--- config.mk ---
export PLATFORM = sky130hd
export DESIGN_NAME = glitch_filter
export DESIGN_NICKNAME = d
export VERILOG_FILES = /design/src/rtl/glitch_filter.sv
export SDC_FILE = /design/constraint.sdc
export NUM_CORES = 1
export LEC_CHECK = 0
export ABC_AREA = 0
export BUFFER_PORTS_ARGS = -buffer_cell sky130_fd_sc_hd__buf_4
export CAP_MARGIN = 20
export CORE_ASPECT_RATIO = 1.4
export CORE_MARGIN = 2
export CORE_UTILIZATION = 57
export CTS_CLUSTER_SIZE = 24
export DETAILED_ROUTE_END_ITERATION = 7
export MAX_ROUTING_LAYER = met4
export PLACE_DENSITY = 0.86
export SLEW_MARGIN = 5
export SYNTH_ARGS = -nofsm -noshare
export SYNTH_HDL_FRONTEND = slang
export SYNTH_SLANG_ARGS = --single-unit
export TNS_END_PERCENT = 30
--- constraint.sdc ---
create_clock -name clk -period 2.9 [get_ports clk]
set_clock_uncertainty 0.2 [all_clocks]
set_input_delay 0.435 -clock clk [delete_from_list [all_inputs] [get_ports clk]]
set_output_delay 0.435 -clock clk [all_outputs]
set_load 0.02 [all_outputs]
--- src/rtl/glitch_filter.sv ---
// Two-channel glitch filter: a channel's filtered output changes only after the raw input has held a new value for MIN_STABLE samples.
// Optional feature: define GLITCH_SYNC_EN to put a 2-flop synchronizer on each y_i bit ahead of the filter.
module glitch_filter #(
  parameter int MIN_STABLE = 3,
  parameter int CNT_W      = 8
) (
  input  logic             clk,
  input  logic             rst,
  input  logic [1:0]       y_i,
  input  logic             clr_i,
  output logic [1:0]       filt_o,
  output logic [1:0]       glitch_o,
  output logic [CNT_W-1:0] gcnt0_o,
  output logic [CNT_W-1:0] gcnt1_o
);

  localparam int RUN_W = $clog2(MIN_STABLE + 1);
  localparam logic [RUN_W-1:0] RUN_LAST = RUN_W'(MIN_STABLE - 1);
  localparam logic [CNT_W-1:0] CNT_MAX  = {CNT_W{1'b1}};

  typedef enum logic {
    ST_STABLE  = 1'b0,
    ST_PENDING = 1'b1
  } state_e;

  logic [1:0] samp;

`ifdef GLITCH_SYNC_EN
  logic [1:0] sync1_q;
  logic [1:0] sync2_q;

  always_ff @(posedge clk) begin
    if (rst) begin
      sync1_q <= 2'b00;
      sync2_q <= 2'b00;
    end else begin
      sync1_q <= y_i;
      sync2_q <= sync1_q;
    end
  end

  assign samp = sync2_q;
`else
  assign samp = y_i;
`endif

  for (genvar ch = 0; ch < 2; ch++) begin : g_ch
    state_e           state_q, state_d;
    logic [RUN_W-1:0] run_q, run_d;
    logic             filt_q, filt_d;
    logic             glitch_q, glitch_d;
    logic [CNT_W-1:0] cnt_q, cnt_d;

    // run_q counts consecutive samples that disagree with the accepted value.
    always_comb begin
      state_d  = state_q;
      run_d    = run_q;
      filt_d   = filt_q;
      glitch_d = 1'b0;
      case (state_q)
        ST_STABLE: begin
          if (samp[ch] != filt_q) begin
            state_d = ST_PENDING;
            run_d   = RUN_W'(1);
          end
        end
        ST_PENDING: begin
          if (samp[ch] == filt_q) begin
            state_d  = ST_STABLE;
            run_d    = '0;
            glitch_d = 1'b1;
          end else if (run_q == RUN_LAST) begin
            state_d = ST_STABLE;
            run_d   = '0;
            filt_d  = samp[ch];
          end else begin
            run_d = run_q + RUN_W'(1);
          end
        end
        default: begin
          state_d = ST_STABLE;
          run_d   = '0;
        end
      endcase
    end

    // Clear wins over a coincident glitch; the count saturates instead of wrapping.
    always_comb begin
      cnt_d = cnt_q;
      if (clr_i) begin
        cnt_d = '0;
      end else if (glitch_d && (cnt_q != CNT_MAX)) begin
        cnt_d = cnt_q + CNT_W'(1);
      end
    end

    always_ff @(posedge clk) begin
      if (rst) begin
        state_q  <= ST_STABLE;
        run_q    <= '0;
        filt_q   <= 1'b0;
        glitch_q <= 1'b0;
        cnt_q    <= '0;
      end else begin
        state_q  <= state_d;
        run_q    <= run_d;
        filt_q   <= filt_d;
        glitch_q <= glitch_d;
        cnt_q    <= cnt_d;
      end
    end

    assign filt_o[ch]   = filt_q;
    assign glitch_o[ch] = glitch_q;
  end

  assign gcnt0_o = g_ch[0].cnt_q;
  assign gcnt1_o = g_ch[1].cnt_q;

endmodule

==> results.tsv <==
stage	metric	value	unit
sta	Tcrit/Tclk final	61.3	%
power_and_ir_drop	Gate power share	6.6	%
synth	YS warnings	0	
sta	Slew Viols, Final	0	
clock_network	H-tree Lvls	1	
routing	# DRC	0	
place	Post-DP HPWL	1920	µm
clock_network	Post-CTS Setup Bufs	0	
cells_and_area	Area Overhead vs Synth	17.8	%
power_and_ir_drop	P_sw	0.136	mW
worst_setup_path	Required @ worst endpoint	2.96	ns
synth	Post-Syn Area	1220	µm²
synth	post-synthesis adder-cell area fraction	2.05	%
sta	worst relative slew slack	68.3	%
global_route	initial antenna violation count	0	
floorplanning	core box area	2000	µm²
cells_and_area	share of cells above drive strength 1	25.2	%
sta	Final TNS setup	0	ns
synth	Synth Area in Compound Gates	16.9	%
global_route	global route hottest layer	met2	
cells_and_area	nets@finish	163	
cells_and_area	most frequent cells in the layout	dfxtp_1 (26), buf_4 (24), nor2_1 (16)	
synth	register bit count reported by yosys	26	
clock_network	Hold Buf Count CTS	0	
worst_setup_path	CP delay by family, top	compound AO/OA/AOI/OAI gates	
clock_network	clock-pin slew on the worst setup and hold paths	0.14	ns
power_and_ir_drop	Lkg Pwr	0.598	nW
global_route	largest net degree at the start of global routing	16	
synth	Post-Syn Nets	140	
synth	Cell variety after synth	32	
sta	Final Hold Fails	0	
cells_and_area	commonest non-fill, non-tap cell in the layout	dfxtp_1	
power_and_ir_drop	Max VDD drop	0.548	mV
worst_setup_path	CP Max Fanout	7	
cells_and_area	Ant. Diodes	0	
floorplanning	row count	19	
job	total of max-cap violations	0	
clock_network	Resized Gates After CTS	0	
power_and_ir_drop	PD cells	457	nW/µm²
min_path	worst min path class	primary input to register	
power_and_ir_drop	switch share	20.7	%
sta	RSZ-0062 raised after global routing	no	
floorplanning	initial core utilization	61.0	%
synth	Post-Syn Area per Cell	9.16	µm²
outcome	status	finished, final reports clean	
global_route	number of global-route vias before repair	1078	
global_route	total grt overflow	0	
floorplanning	Ports	25	
sta	Least-Margin Pin Slew	0.473	ns
sta	Final Setup Violations	0	
power_and_ir_drop	Int Pwr	0.519	mW
routing	Initial DRT Pass Iterations	4	
worst_setup_path	CP endpoint kind	register	
routing	antenna viol nets, final	0	
routing	WL final	2520	µm
clock_network	Max Buffers Root-to-Sink	2	
routing	routed vias	1056	
sta	setup slack after layout	1.12	ns
cells_and_area	Filler Cells Inserted	167	
sta	achievable frequency	562	MHz
worst_setup_path	crit-path cells	ha_1 > nand4_1 > o211ai_4 > o21ai_0 > a21oi_1	
worst_setup_path	startpoint type of the worst setup path	register	
worst_setup_path	CP Class	register to register	
clock_network	CTS Sinks	26	
routing	WL per Instance	14.3	µm
clock_network	Num CTS Buffers	3	
synth	Seq/Total Area, Yosys	42.7	%
worst_setup_path	crit path DAT	1.83	ns
global_route	M3 GR Usage	2.15	%
synth	Post-Synth XOR/XNOR Area	6.98	%
global_route	met1 GRT Util	22.5	%
place	Setup WS pre-CTS	1.05	ns
worst_setup_path	Bufs and invs on worst path	0	
cells_and_area	register area	520	µm²
clock_network	CTS Root Cell	clkbuf_4	
routing	Iter 0 DRT Violations	17	
synth	largest family of logic cells by synthesized area	simple AND/OR/NAND/NOR gates	
global_route	total track usage	23.2	%
routing	Vias/cell	6.00	
cells_and_area	multi-input logic area	633	µm²
clock_network	worst skew pair latency	0.32	ns
place	RD Place Congestion	0.784	
synth	post-synthesis simple-gate area fraction	23.5	%
sta	fin crit period	1.78	ns
place	IO buf count	24	
worst_setup_path	CP max stage delay	0.46	ns
synth	Synth Instances	133	
global_route	first-pass GRT wire length	4360	µm
global_route	routing usage on met2	44.6	%
power_and_ir_drop	sequential share of power	56.4	%
worst_setup_path	slowest library cell on the worst path	dfxtp_1	
floorplanning	Die Span Y	58.7	µm
floorplanning	die area	2530	µm²
synth	mux cell area share after synthesis	2.46	%
floorplanning	Die X	43.1	µm
power_and_ir_drop	Clk pwr share	37.0	%
clock_network	TritonCTS clock tree	yes	
[metal layers]
layer,vias up,routed length (µm),part of all wire (%)
met5,-,0,0
met3,6,92,3.6
met2,25,1410,56
met1,501,981,39
met4,0,44,1.7
li1,524,-,-
[registers in the layout, summed over array words and instances (netlist names)]
signal         count
g_ch.filt_q        2
g_ch.run_q         4
gcnt1_o            8
g_ch.state_q       2
gcnt0_o            8
g_ch.glitch_q      2
[path summary, 6_finish.rpt]
kind	from	end	slack, ns	cells past startpoint
worst min register to register	g_ch[1].run_q[0]	g_ch[1].run_q[0]	0.33	2
worst max register to register	gcnt1_o[0]	gcnt1_o[4]	1.12	5
worst max-delay path	gcnt1_o[0]	gcnt1_o[4]	1.12	5
worst min-delay path	rst	g_ch[0].state_q	0.16	2
[cell usage after synthesis]
cell type | number | area share (%)
dfxtp_1 | 26 | 43
nor2_1 | 16 | 4.9
nand3_1 | 14 | 5.7
a21oi_1 | 8 | 3.3
nand2_1 | 6 | 1.8
xor2_1 | 6 | 4.3
o21ai_0 | 5 | 2.1
or3_1 | 5 | 2.6
buf_4 | 4 | 2.5
inv_1 | 4 | 1.2
a211oi_1 | 3 | 1.8
a31oi_1 | 3 | 1.5
mux2i_1 | 3 | 2.5
nand4_1 | 3 | 1.5
ha_1 | 2 | 2.1
inv_2 | 2 | 0.62
nor3_1 | 2 | 0.82
nor4_1 | 2 | 1.0
o2111ai_1 | 2 | 1.4
o211ai_4 | 2 | 3.5
o21ai_1 | 2 | 0.82
or2_2 | 2 | 1.0
xnor2_2 | 2 | 2.7
and4_1 | 1 | 0.72
clkbuf_1 | 1 | 0.31
dlygate4sd1_1 | 1 | 0.72
nor4_4 | 1 | 1.7
o211a_1 | 1 | 0.82
o31ai_1 | 1 | 0.62
o31ai_2 | 1 | 1.0
or4_1 | 1 | 0.62
or4_4 | 1 | 0.92
[power groups by stage]
| stage | sequential, mW | combinational (mW) | clock (mW) |
|---|---|---|---|
| floorplan | 0.377 | 0.0295 | 0 |
| finish | 0.370 | 0.0431 | 0.242 |
| global route | 0.371 | 0.0475 | 0.256 |
| detailed placement | 0.378 | 0.0428 | 0 |
| CTS | 0.370 | 0.0431 | 0.248 |
| global placement | 0.377 | 0.0409 | 0 |
[cell type report]
cell class                      instances  share of cell area [%]
Multi-Input combinational cell         95                    44.1
Sequential cell                        26                    36.3
Timing Repair Buffer                   24                    12.6
Clock inverter                          1                    2.09
Tap cell                               21                    1.83
Clock buffer                            3                    1.57
Inverter                                6                    1.57
[cells by family (layout without fill, tap and decap cells)]
group | Yosys count | after routing
simple gates | 54 | 54
compound gates | 28 | 28
flops | 26 | 26
buf+inv | 12 | 34
xor+xnor | 8 | 8
mux | 3 | 3
fa+ha+maj | 2 | 2
[through the flow]
step           hold WS, ns  total power, mW  util [%]  instance area [µm²]  cells
5_1_grt              0.160            0.675      71.9                 1440    176
4_1_cts              0.148            0.661      71.9                 1440    176
3_5_place_dp         0.303            0.420      69.2                 1380    172
2_1_floorplan        0.267            0.406         -                 1220    133
3_3_place_gp         0.282            0.418      69.2                 1380    172
6_report             0.159            0.655      71.9                 1440    176
Note: power is estimated with default switching activity, not from simulation.
